==> config.mk <==
export PLATFORM = sky130hd
export DESIGN_NAME = random_spawn_timer_flat
export DESIGN_NICKNAME = d
export VERILOG_FILES = /design/src/rtl/random_spawn_timer_if.sv /design/src/rtl/random_spawn_timer.sv /design/src/flat_wrapper.sv
export SDC_FILE = /design/constraint.sdc
export NUM_CORES = 1
export LEC_CHECK = 0
export ABC_AREA = 0
export ABC_CLOCK_PERIOD_IN_PS = 3200
export CAP_MARGIN = 20
export CORE_MARGIN = 1
export CORE_UTILIZATION = 25
export CTS_CLUSTER_DIAMETER = 30
export DETAILED_ROUTE_END_ITERATION = 10
export PLACE_DENSITY_LB_ADDON = 0.1
export SETUP_SLACK_MARGIN = 0.15
export SLEW_MARGIN = 0
export SYNTH_ARGS = -nofsm -noshare
export SYNTH_HDL_FRONTEND = slang
export SYNTH_SLANG_ARGS = --single-unit
==> constraint.sdc <==
create_clock -name iClock -period 3.2 [get_ports iClock]
set_input_delay 0.96 -clock iClock [delete_from_list [all_inputs] [get_ports iClock]]
set_output_delay 0.96 -clock iClock [all_outputs]
set_load 0.05 [all_outputs]
==> src/rtl/random_spawn_timer_if.sv <==
// ----------------------------------------------------------------------------
// random_spawn_timer_if
//   Spawn-request handshake between the spawn timer (master) and the game
//   logic that consumes spawns (slave). A request is offered with oSpawnValid
//   and the lane it targets; it is taken on a cycle where iSpawnReady is also
//   high.
//
//   Signals
//     oSpawnValid  master -> slave  spawn request pending
//     oSpawnLane   master -> slave  lane of the pending spawn (LANE_W bits)
//     iSpawnReady  slave -> master  consumer accepts the pending spawn
//
//   LANE_W must equal $clog2(LANES) of the timer this interface connects to.
// ----------------------------------------------------------------------------
interface random_spawn_timer_if #(
    parameter int LANE_W = 2
);
    logic              oSpawnValid;
    logic [LANE_W-1:0] oSpawnLane;
    logic              iSpawnReady;

    modport master (
        output oSpawnValid,
        output oSpawnLane,
        input  iSpawnReady
    );

    modport slave (
        input  oSpawnValid,
        input  oSpawnLane,
        output iSpawnReady
    );
endinterface

==> src/rtl/random_spawn_timer.sv <==
// ----------------------------------------------------------------------------
// random_spawn_timer
//   Turns a pseudo-random stream into timed game events. A random interval is
//   sampled (clamped to [MIN_INTERVAL, MAX_INTERVAL]), counted down, and then
//   a spawn request carrying a random lane is raised and held until the game
//   logic accepts it. The countdown can be paused, and the scheduler can be
//   disabled, except while a request is pending.
//
//   Ports
//     iClock       in   system clock, rising edge
//     iResetN      in   asynchronous active-low reset
//     iEnable      in   1 = run the scheduler, 0 = fall back to IDLE
//     iPause       in   1 = freeze the countdown
//     iRandom      in   random value, a fresh one every cycle (WIDTH bits)
//     spawn        if   master side of the spawn handshake
//     oSpawnCount  out  accepted spawns since reset, wraps at 16 bits
//     oRemaining   out  current countdown value, 0 outside COUNT
// ----------------------------------------------------------------------------
module random_spawn_timer #(
    parameter int  WIDTH        = 32,
    parameter int  MIN_INTERVAL = 16,
    parameter int  MAX_INTERVAL = 4096,
    parameter int  LANES        = 4,
    localparam int LANE_W       = $clog2(LANES)
) (
    input  logic                 iClock,
    input  logic                 iResetN,
    input  logic                 iEnable,
    input  logic                 iPause,
    input  logic [WIDTH-1:0]     iRandom,
    random_spawn_timer_if.master spawn,
    output logic [15:0]          oSpawnCount,
    output logic [WIDTH-1:0]     oRemaining
);

    typedef enum logic [1:0] {
        IDLE,
        LOAD,
        COUNT,
        FIRE
    } state_t;

    localparam logic [WIDTH-1:0] MIN_I = WIDTH'(MIN_INTERVAL);
    localparam logic [WIDTH-1:0] MAX_I = WIDTH'(MAX_INTERVAL);
    localparam logic [WIDTH-1:0] ONE   = WIDTH'(1);

    state_t            state;
    logic [WIDTH-1:0]  counter;
    logic [LANE_W-1:0] spawn_lane;
    logic              spawn_valid;
    logic [15:0]       spawn_count;
    logic [WIDTH-1:0]  interval;

    // Unsigned clamp of the current random sample into the legal interval range.
    assign interval = (iRandom < MIN_I) ? MIN_I :
                      (iRandom > MAX_I) ? MAX_I : iRandom;

    // NOTE: every piece of state lives in this one clocked block and is updated
    // with non-blocking assignments, so each branch reads the pre-edge values
    // no matter the statement order.
    always_ff @(posedge iClock or negedge iResetN) begin
        if (!iResetN) begin
            state       <= IDLE;
            counter     <= '0;
            spawn_lane  <= '0;
            spawn_valid <= 1'b0;
            spawn_count <= '0;
        end else begin
            unique case (state)
                IDLE: begin
                    counter <= '0;
                    if (iEnable) begin
                        state <= LOAD;
                    end
                end

                LOAD: begin
                    counter <= interval;
                    state   <= COUNT;
                end

                COUNT: begin
                    // Disable wins over pause so a paused scheduler can still be stopped.
                    if (!iEnable) begin
                        counter <= '0;
                        state   <= IDLE;
                    end else if (iPause) begin
                        counter <= counter;
                    end else if (counter == ONE) begin
                        // Counter is cleared here so oRemaining reads 0 while firing.
                        counter     <= '0;
                        spawn_lane  <= iRandom[LANE_W-1:0];
                        spawn_valid <= 1'b1;
                        state       <= FIRE;
                    end else begin
                        counter <= counter - ONE;
                    end
                end

                FIRE: begin
                    // The request is never withdrawn: only acceptance leaves FIRE.
                    if (spawn.iSpawnReady) begin
                        spawn_valid <= 1'b0;
                        spawn_count <= spawn_count + 16'd1;
                        state       <= iEnable ? LOAD : IDLE;
                    end
                end

                default: begin
                    state <= IDLE;
                end
            endcase
        end
    end

    assign spawn.oSpawnValid = spawn_valid;
    assign spawn.oSpawnLane  = spawn_lane;
    assign oSpawnCount       = spawn_count;
    assign oRemaining        = counter;

endmodule

==> src/flat_wrapper.sv <==
// flat-port wrapper written by rule: the top's interface ports become plain ports
module random_spawn_timer_flat 
#(
    parameter int  WIDTH        = 32,
    parameter int  MIN_INTERVAL = 16,
    parameter int  MAX_INTERVAL = 4096,
    parameter int  LANES        = 4,
    localparam int LANE_W       = $clog2(LANES)
)
  (iClock, iResetN, iEnable, iPause, iRandom, oSpawnCount, oRemaining, spawn_oSpawnValid, spawn_oSpawnLane, spawn_iSpawnReady);
  random_spawn_timer_if #(.LANE_W((2))) spawn_i ();
  input  logic iClock;
  input  logic iResetN;
  input  logic iEnable;
  input  logic iPause;
  input  logic [WIDTH-1:0] iRandom;
  output logic [15:0] oSpawnCount;
  output logic [WIDTH-1:0] oRemaining;
  output wire logic [$bits(spawn_i.oSpawnValid)-1:0] spawn_oSpawnValid;
  output wire logic [$bits(spawn_i.oSpawnLane)-1:0] spawn_oSpawnLane;
  input wire logic [$bits(spawn_i.iSpawnReady)-1:0] spawn_iSpawnReady;
  assign spawn_oSpawnValid = spawn_i.oSpawnValid;
  assign spawn_oSpawnLane = spawn_i.oSpawnLane;
  assign spawn_i.iSpawnReady = spawn_iSpawnReady;
  random_spawn_timer #(.WIDTH(WIDTH), .MIN_INTERVAL(MIN_INTERVAL), .MAX_INTERVAL(MAX_INTERVAL), .LANES(LANES)) u_core (.iClock(iClock), .iResetN(iResetN), .iEnable(iEnable), .iPause(iPause), .iRandom(iRandom), .spawn(spawn_i), .oSpawnCount(oSpawnCount), .oRemaining(oRemaining));
endmodule
==> key figures, run 1 <==
Status
  – Outcome: finished, final reports clean

Place
  – Place WS: 0.241 ns
  – Final GP Congestion: 0.766
  – Post-DP HPWL: 7.18 mm
  – Port Buffer Count: 87

Worst setup path
  – Endpoint class of the critical path: register
  – Slowest stage cell, crit path: or4_1
  – Crit path buf inv count: 0
  – WP data arrival: 2.85 ns
  – Crit-path max cell delay: 0.83 ns
  – CP Launch Type: register
  – Cell family with most CP delay: simple AND/OR/NAND/NOR gates
  – Required time worst endpoint: 3.37 ns
  – CP cell instances: or4_1 > or3_1 > nor3_2 > mux2_1
  – Max FO, Critical Path: 14
  – WS Path Type: register to register

Run
  – MaxCap Viol Count: 0

Global route
  – Vias in the first global route: 2931
  – GR Overflow Total: 0
  – Total GRT Usage: 15.3%
  – Largest net degree at the start of global routing: 54
  – Initial antenna violation count: 0
  – First-pass GRT wire length: 15.7 mm

Worst hold path
  – Worst Hold Class: register to register

Detailed routing
  – Drt pass-1 iters: 4
  – DR iter-0 viols: 191
  – Via/cell ratio: 5.09
  – Routed Antenna Nets: 0
  – Routed wire length per instance: 16.3 microns
  – DR DRC count: 0
  – Routed vias: 3044
  – Total Routed Length: 9.73 mm

Logic synthesis
  – Gate Count Post-Synth: 334
  – Seq/Total Area, Yosys: 41.5%
  – Post-synth EDFFs: 0
  – Synthesized area: 3200 sq um
  – Share of async-settable or async-resettable flops after synthesis: 100%
  – Main synth FF type: dfrtp_1
  – Syn Area/Cell: 9.57 sq um
  – Post-synthesis register bit count: 53
  – Library cells used by synthesis: 57
  – Post-Syn Nets: 379
  – Synth warn: 0

Power
  – Pleak: 2.02 nW
  – Worst vdd ir: 0.444 mV
  – Pwr dens: 899 nW/um^2
  – Final Power: 4.08 mW

Timing
  – Relative slew slack: 61.3%
  – Setup TNS: 0 ns
  – Final setup violation count: 0
  – Fin crit period: 2.68 ns
  – Fin crit share: 83.6%
  – Actual slew at the worst max-slew pin: 0.580 ns
  – Worst Skew: 0.00805 ns
  – Final hold viol count: 0
  – Highest clock rate: 0.374 GHz
  – Final setup margin: 0.525 ns
  – Slew Viols, Final: 0
  – RSZ-0062 raised after global routing: no

Layout
  – Share of cells above drive strength 1: 9.07%
  – # diodes: 0
  – Commonest non-fill, non-tap cell in the layout: clkdlybuf4s50_1
  – Final core occ: 37.1%
  – Most frequent cells in the layout: 86 x clkdlybuf4s50_1, 53 x dfrtp_1, 30 x nor4_1
  – FILL cells: 1300
  – Layout Nets: 474
  – Area growth from synthesis to layout: 41.9%
  – Multi-input combinational cell area: 1770 sq um
  – Reg area: 1330 sq um

CTS
  – Worst skew pair latency: 0.29 ns
  – Hold buffers post-CTS: 0
  – CTS tree: done
  – CTS Sinks: 53
  – Clock Path Buffers: 2
  – Htree depth: 2
  – Clock transition at path regs: 0.07 ns
  – Post-CTS setup buffer count: 0
  – Num CTS Buffers: 5
  – CTS resizes: 0
  – Root Driver: clkbuf_16

Floorplanning
  – Die X: 115 microns
  – Core Footprint: 12200 sq um
  – FP Rows: 40
  – Die span in y: 115 microns
  – Die area: 13200 sq um
  – IO Count: 88
  – Initial Util: 26.2%
## per-layer routing
metal | wire length [microns] | global-route usage (%) | up-vias
li1 | - | - | 1479
met1 | 4750 | 21.1 | 1465
met2 | 4320 | 24.1 | 93
met3 | 565 | 3.53 | 7
met4 | 107 | 3.90 | 0
met5 | 0 | 0 | -
## Yosys cell counts (4+ instances only)
library cell  instances  area [sq um]
dfrtp_1              53          1330
nor4_1               30           188
nand2_1              21          78.8
nor3_1               19          95.1
nor2_1               18          67.6
xnor2_1              16           140
o21ai_0              15          75.1
a21o_1               13          97.6
nand3_1              12          60.1
or3_1                11          68.8
a221o_1               9          90.1
ha_1                  8           100
inv_1                 8          30.0
nand4_1               8          50.1
a21oi_1               5          25.0
a31oi_1               5          31.3
and3_1                5          31.3
buf_2                 5          25.0
clkbuf_1              5          18.8
or4_1                 5          37.5
nor3b_1               4          30.0
## registers in the layout (all words and copies together), names as in the netlist
signal                    cells
u_core.oRemaining            32
u_core.oSpawnCount           16
u_core.spawn.oSpawnLane       2
u_core.state                  2
u_core.spawn.oSpawnValid      1
## cells by family (layout without fill, tap and decap cells)
family          Yosys count  count (layout)  synth area share [%]
xor+xnor                 19              19                  5.21
simple gates            153             153                  28.5
flops                    53              53                  41.5
buf+inv                  22             118                  3.01
mux                       4               4                  1.37
fa+ha+maj                 8               8                  3.13
compound gates           75              75                  17.3
## metrics by stage
stage	hold slack, ns	instance area, sq um	std cells
after global placement	0.477	4340	590
after CTS	0.497	4530	598
final	0.493	4530	598
after detailed placement	0.487	4340	590
after global routing	0.508	4530	598
after floorplan	0.576	3200	334
## power by group
group          total [mW]  internal (mW)  leakage, nW  switching [mW]
combinational        2.41          0.894         1.20            1.51
sequential          0.968          0.785        0.725           0.182
clock               0.701          0.447       0.0938           0.253
## final cells by class
type | instances | share of cell area, %
Clock buffer | 5 | 2.76
Clock inverter | 3 | 1.44
Inverter | 8 | 0.662
Multi-Input combinational cell | 259 | 39.1
Sequential cell | 53 | 29.3
Tap cell | 168 | 4.64
Timing Repair Buffer | 102 | 22.1
## final timing paths
check / from / end / slack (ns) / cells after the start
worst max register to register: u_core.oRemaining[6] / u_core.spawn.oSpawnLane[0] / 0.52 / 4
min in group asynchronous: iResetN / u_core.oRemaining[14] / 0.65 / 2
max in group asynchronous: iResetN / u_core.oSpawnCount[9] / 2.29 / 2
worst min register to register: u_core.oSpawnCount[15] / u_core.oSpawnCount[15] / 0.49 / 1
worst max-delay path: u_core.oRemaining[6] / u_core.spawn.oSpawnLane[0] / 0.52 / 4
worst min-delay path: u_core.oSpawnCount[15] / u_core.oSpawnCount[15] / 0.49 / 1
Power figures use the tool's default switching activity.
==> run 2, diff against run 1 <==
ABC_CLOCK_PERIOD_IN_PS = 2600   (was 3200)
clock period = 2.6 ns   (was 3.2 ns; I/O delays follow)
==> run 2 against run 1 <==
Net effect:
- wire length increased by 5.2%
- sequential cell count unchanged
- total power increased by 29%
- count of clock-buffer cells in the layout is the same
- via count increased by 5.1%
- clock skew fell by 0.0034 ns
- setup slack got worse by 0.34 ns
- cell area is 8.4% higher
- die area is the same
- largest power group unchanged
- clock power is 13% higher
- utilization increased by 3.1 points
==> key figures, run 2 (synthesized netlist as in run 1, its figures left out) <==
Detailed routing
  – DR DRC count: 0
  – Drt pass-1 iters: 4
  – Routed Antenna Nets: 0
  – Routed wire length per instance: 15.9 microns
  – Total Routed Length: 10.2 mm
  – DR iter-0 viols: 168
  – Via/cell ratio: 4.98
  – Routed vias: 3200

Floorplanning
  – Die X: 115 microns
  – IO Count: 88
  – Die span in y: 115 microns
  – FP Rows: 40
  – Initial Util: 26.2%
  – Core Footprint: 12200 sq um
  – Die area: 13200 sq um

Layout
  – Final core occ: 40.2%
  – Share of cells above drive strength 1: 19.4%
  – Layout Nets: 518
  – Max reg flops: 32
  – Most frequent cells in the layout: 81 x clkdlybuf4s50_1, 56 x buf_4, 48 x dfrtp_1
  – Area growth from synthesis to layout: 53.8%
  – # diodes: 0
  – Final std cells w/o fill: 642
  – Commonest non-fill, non-tap cell in the layout: clkdlybuf4s50_1

Worst setup path
  – Endpoint class of the critical path: output pin
  – WS Path Type: register to output pin
  – Required time worst endpoint: 1.82 ns
  – WP data arrival: 1.63 ns
  – Max FO, Critical Path: 5
  – CP Launch Type: register

CTS
  – Num CTS Buffers: 5
  – Hold buffers post-CTS: 0
  – Clock transition at path regs: 0.07 ns
  – Clock Path Buffers: 2
  – Htree depth: 2
  – CTS Sinks: 53
  – Root Driver: clkbuf_16
  – Worst skew pair latency: 0.30 ns
  – CTS tree: done

Timing
  – Fin crit period: 2.41 ns
  – Relative slew slack: 64.1%
  – Actual slew at the worst max-slew pin: 0.536 ns
  – Final hold viol count: 0
  – Worst Skew: 0.00462 ns
  – Highest clock rate: 0.415 GHz
  – RSZ-0062 raised after global routing: yes
  – Fin crit share: 92.8%
  – Final setup violation count: 0
  – Hold WS: 0.473 ns
  – Slew Viols, Final: 0

Run
  – MaxCap Viol Count: 0

Status
  – Outcome: finished, final reports clean

Global route
  – Total GRT Usage: 16.5%
  – Vias in the first global route: 3220
  – Largest net degree at the start of global routing: 54
  – First-pass GRT wire length: 16.8 mm
  – GR Overflow Total: 0
  – Initial antenna violation count: 0

Place
  – Post-DP HPWL: 7.77 mm
  – Final GP Congestion: 0.759
  – Port Buffer Count: 87
  – Cell count after placement: 632

Worst hold path
  – Worst Hold Class: input pin to async pin

Power
  – Worst vdd ir: 0.496 mV
  – Pwr dens: 1070 nW/um^2
  – Pleak: 2.31 nW
==> run 2: repair_timing <==
action | in CTS | in global routing
gates resized for setup | 2 | 8
setup endpoints to repair | 12 | 11
setup buffers | 2 | 0
pin swaps | 1 | 0
gates cloned | 0 | 0
==> run 2: where the power goes <==
part	leakage, nW	internal [mW]	total [mW]	switching [mW]
clock network	0.0800	0.457	0.790	0.333
registers	0.716	0.970	1.14	0.168
logic	1.51	1.33	3.34	2.01
total	2.31	2.76	5.27	2.51
==> run 2: metal layers <==
| layer | part of all wire [%] | vias up | global-route usage, % | routed length (microns) |
|---|---|---|---|---|
| li1 | - | 1573 | - | - |
| met1 | 47 | 1532 | 22.2 | 4850 |
| met2 | 47 | 88 | 26.8 | 4780 |
| met3 | 4.7 | 7 | 3.32 | 480 |
| met4 | 1.2 | 0 | 4.50 | 125 |
| met5 | 0 | - | 0 | 0 |
==> run 2: metrics by stage <==
| stage | setup WS (ns) | instance area, sq um | power (mW) | setup TNS [ns] |
|---|---|---|---|---|
| after detailed placement | -0.129 | 4680 | 4.47 | -0.791 |
| final | 0.188 | 4910 | 5.27 | 0 |
| after global routing | 0.104 | 4910 | 5.69 | 0 |
| after global placement | -0.133 | 4680 | 4.45 | -0.899 |
| after CTS | 0.160 | 4880 | 5.29 | 0 |
| after floorplan | 0.151 | 3210 | 3.22 | 0 |
==> run 2: final timing paths <==
kind | startpoint | to | slack, ns | cells after the start
worst max-delay path | u_core.oRemaining[6] | oRemaining[6] | 0.19 | 2
worst min-delay path | iResetN | u_core.oRemaining[6] | 0.47 | 2
worst max register to register | u_core.oRemaining[1] | u_core.oRemaining[12] | 0.26 | 9
worst min register to register | u_core.oSpawnCount[15] | u_core.oSpawnCount[15] | 0.49 | 1
max in group asynchronous | iResetN | u_core.oRemaining[28] | 1.86 | 2
min in group iClock | u_core.oSpawnCount[15] | u_core.oSpawnCount[15] | 0.49 | 1
==> run 2: final cells by class <==
cell class / count / area, sq um
clock buffer: 5 / 125
clock inverter: 3 / 46.3
fill: 1270 / 7300
inverter: 8 / 30.0
multi-input combinational: 259 / 1820
sequential: 53 / 1330
tap: 168 / 210
timing repair buffer: 146 / 1360
==> run 2: critical path: stages (launching register included) <==
cell and delay [ns]:
dfrtp_1 0.36, buf_4 0.15, clkdlybuf4s50_1 0.82
==> run 3, diff against run 2 <==
GPL_ROUTABILITY_DRIVEN = 0   (was default)
RECOVER_POWER = 100   (was default)
==> run 3 against run 2 <==
Net effect:
- count of clock-buffer cells in the layout is the same
- sequential cell count is the same
- total power shrank 2.5%
- combinational power shrank 4%
- clock skew is essentially flat
- final cell count is the same
- clock power is essentially flat
- non-clock buffer count is the same
==> key figures, run 3 (synthesized netlist as in run 1, its figures left out) <==
CTS
  – CTS Sinks: 53
  – Clock transition at path regs: 0.08 ns
  – Worst skew pair latency: 0.30 ns
  – CTS tree: done
  – Htree depth: 2
  – Hold buffers post-CTS: 0
  – Num CTS Buffers: 5
  – Clock Path Buffers: 2
  – Root Driver: clkbuf_16

Timing
  – Actual slew at the worst max-slew pin: 1.42 ns
  – Hold WS: 0.480 ns
  – Slew Viols, Final: 0
  – Final setup violation count: 0
  – Worst Skew: 0.00439 ns
  – Fin crit share: 95.4%
  – Final setup margin: 0.119 ns
  – Setup TNS: 0 ns
  – Relative slew slack: 5.61%
  – Highest clock rate: 0.403 GHz
  – Fin crit period: 2.48 ns
  – Final hold viol count: 0
  – RSZ-0062 raised after global routing: yes

Power
  – Final Power: 5.14 mW
  – Worst vdd ir: 0.495 mV
  – Pleak: 2.35 nW
  – Pwr dens: 1070 nW/um^2

Run
  – MaxCap Viol Count: 0

Layout
  – Area growth from synthesis to layout: 50.9%
  – Most frequent cells in the layout: 51 x buf_4, 48 x dfrtp_1, 47 x dlygate4sd3_1
  – # diodes: 0
  – Commonest non-fill, non-tap cell in the layout: buf_4
  – Final core occ: 39.5%
  – FILL cells: 1281
  – Max reg flops: 32
  – Share of cells above drive strength 1: 17.5%
  – Layout Nets: 518

Detailed routing
  – Via/cell ratio: 5.01
  – Drt pass-1 iters: 6
  – Post-Route M1 WL: 4.91 mm
  – Met2 Wirelength: 4.75 mm
  – Routed vias: 3214
  – Max layer used: met4
  – Routed Antenna Nets: 0
  – DR WL met3: 452 microns
  – Total Routed Length: 10.2 mm
  – Routed wire length per instance: 15.9 microns
  – DR iter-0 viols: 174
  – DR DRC count: 0

Floorplanning
  – IO Count: 88
  – Die X: 115 microns
  – Initial Util: 26.2%
  – Core Footprint: 12200 sq um
  – Die span in y: 115 microns
  – FP Rows: 40
  – Die area: 13200 sq um

Worst setup path
  – WS Path Type: register to output pin
  – Crit-path max cell delay: 0.88 ns
  – CP cell instances: buf_4 > dlygate4sd3_1
  – RR Endpoint: u_core.oRemaining[5]
  – Slowest stage cell, crit path: dlygate4sd3_1
  – Crit path buf inv count: 2
  – Cell family with most CP delay: buffers and inverters
  – CP Launch Type: register
  – WP data arrival: 1.70 ns
  – Required time worst endpoint: 1.82 ns
  – Endpoint class of the critical path: output pin
  – R2r worst-path depth: 9
  – Max FO, Critical Path: 8
  – Reg-to-Reg Start: u_core.oRemaining[30]
  – R2R Setup Slk: 0.23 ns

Place
  – Place WS: -0.129 ns
  – Port Buffer Count: 87
  – Post-DP HPWL: 7.77 mm

Global route
  – GR Overflow Total: 0
  – Total GRT Usage: 16.5%
  – Vias in the first global route: 3220
  – Initial antenna violation count: 0
  – First-pass GRT wire length: 16.8 mm
  – Largest net degree at the start of global routing: 54

Worst hold path
  – Min-delay src: u_core.oSpawnCount[15]
  – Hold EP: u_core.oSpawnCount[15]
  – Worst Hold Depth: 1
  – Worst Hold Class: register to register

Status
  – Outcome: finished, final reports clean
## run 3: layer usage
metal | track usage [%] | up-vias
met5 | 0 | -
met4 | 4.50 | 0
met3 | 3.32 | 7
met2 | 26.8 | 84
met1 | 22.2 | 1547
li1 | - | 1576
## run 3: repair_timing
item                       CTS  global route
setup endpoints to repair   12            11
resized for setup            2             8
buffers inserted             2             0
pin swaps                    1             0
## run 3: through the flow
step	instance area [sq um]	instances
6_report	4820	642
5_1_grt	4820	642
3_5_place_dp	4680	632
3_3_place_gp	4680	632
2_1_floorplan	3210	334
4_1_cts	4880	642
## run 3: worst reg2reg max path: stages, from the launching register on
cell and delay (ns):
dfrtp_1 0.42, nor4_1 0.31, buf_4 0.17, nand4b_1 0.12, buf_4 0.20, o31ai_1 0.40
buf_12 0.19, buf_4 0.15, nor2_1 0.05, a221o_1 0.25
## run 3: cell type report
type | instances | area (sq um) | area share (%)
flip-flops and latches | 53 | 1330 | 27.6
clock inverters | 3 | 46.3 | 0.960
inverters | 8 | 30.0 | 0.623
clock buffers | 5 | 125 | 2.60
repair buffers | 146 | 1290 | 26.7
multi-input cells | 259 | 1790 | 37.1
well taps | 168 | 210 | 4.36
## run 3: worst max-delay path by stage
stage | start | to | slack [ns] | cells after the start
5_1_grt | u_core.oRemaining[1] | u_core.oRemaining[6] | 0.05 | 10
6_report | u_core.oRemaining[24] | oRemaining[24] | 0.12 | 2
3_5_place_dp | iRandom[8] | u_core.oRemaining[8] | -0.13 | 7
2_1_floorplan | u_core.oRemaining[8] | u_core.spawn.oSpawnLane[0] | 0.15 | 6
3_3_place_gp | iRandom[8] | u_core.oRemaining[8] | -0.13 | 7
4_1_cts | u_core.oRemaining[16] | oRemaining[16] | 0.16 | 2
## run 3: where the power goes
part / switching [mW] / leakage (nW) / internal, mW / total, mW
logic: 1.98 / 1.55 / 1.23 / 3.22
clock network: 0.332 / 0.0800 / 0.457 / 0.789
registers: 0.165 / 0.716 / 0.970 / 1.13
total: 2.48 / 2.35 / 2.66 / 5.14
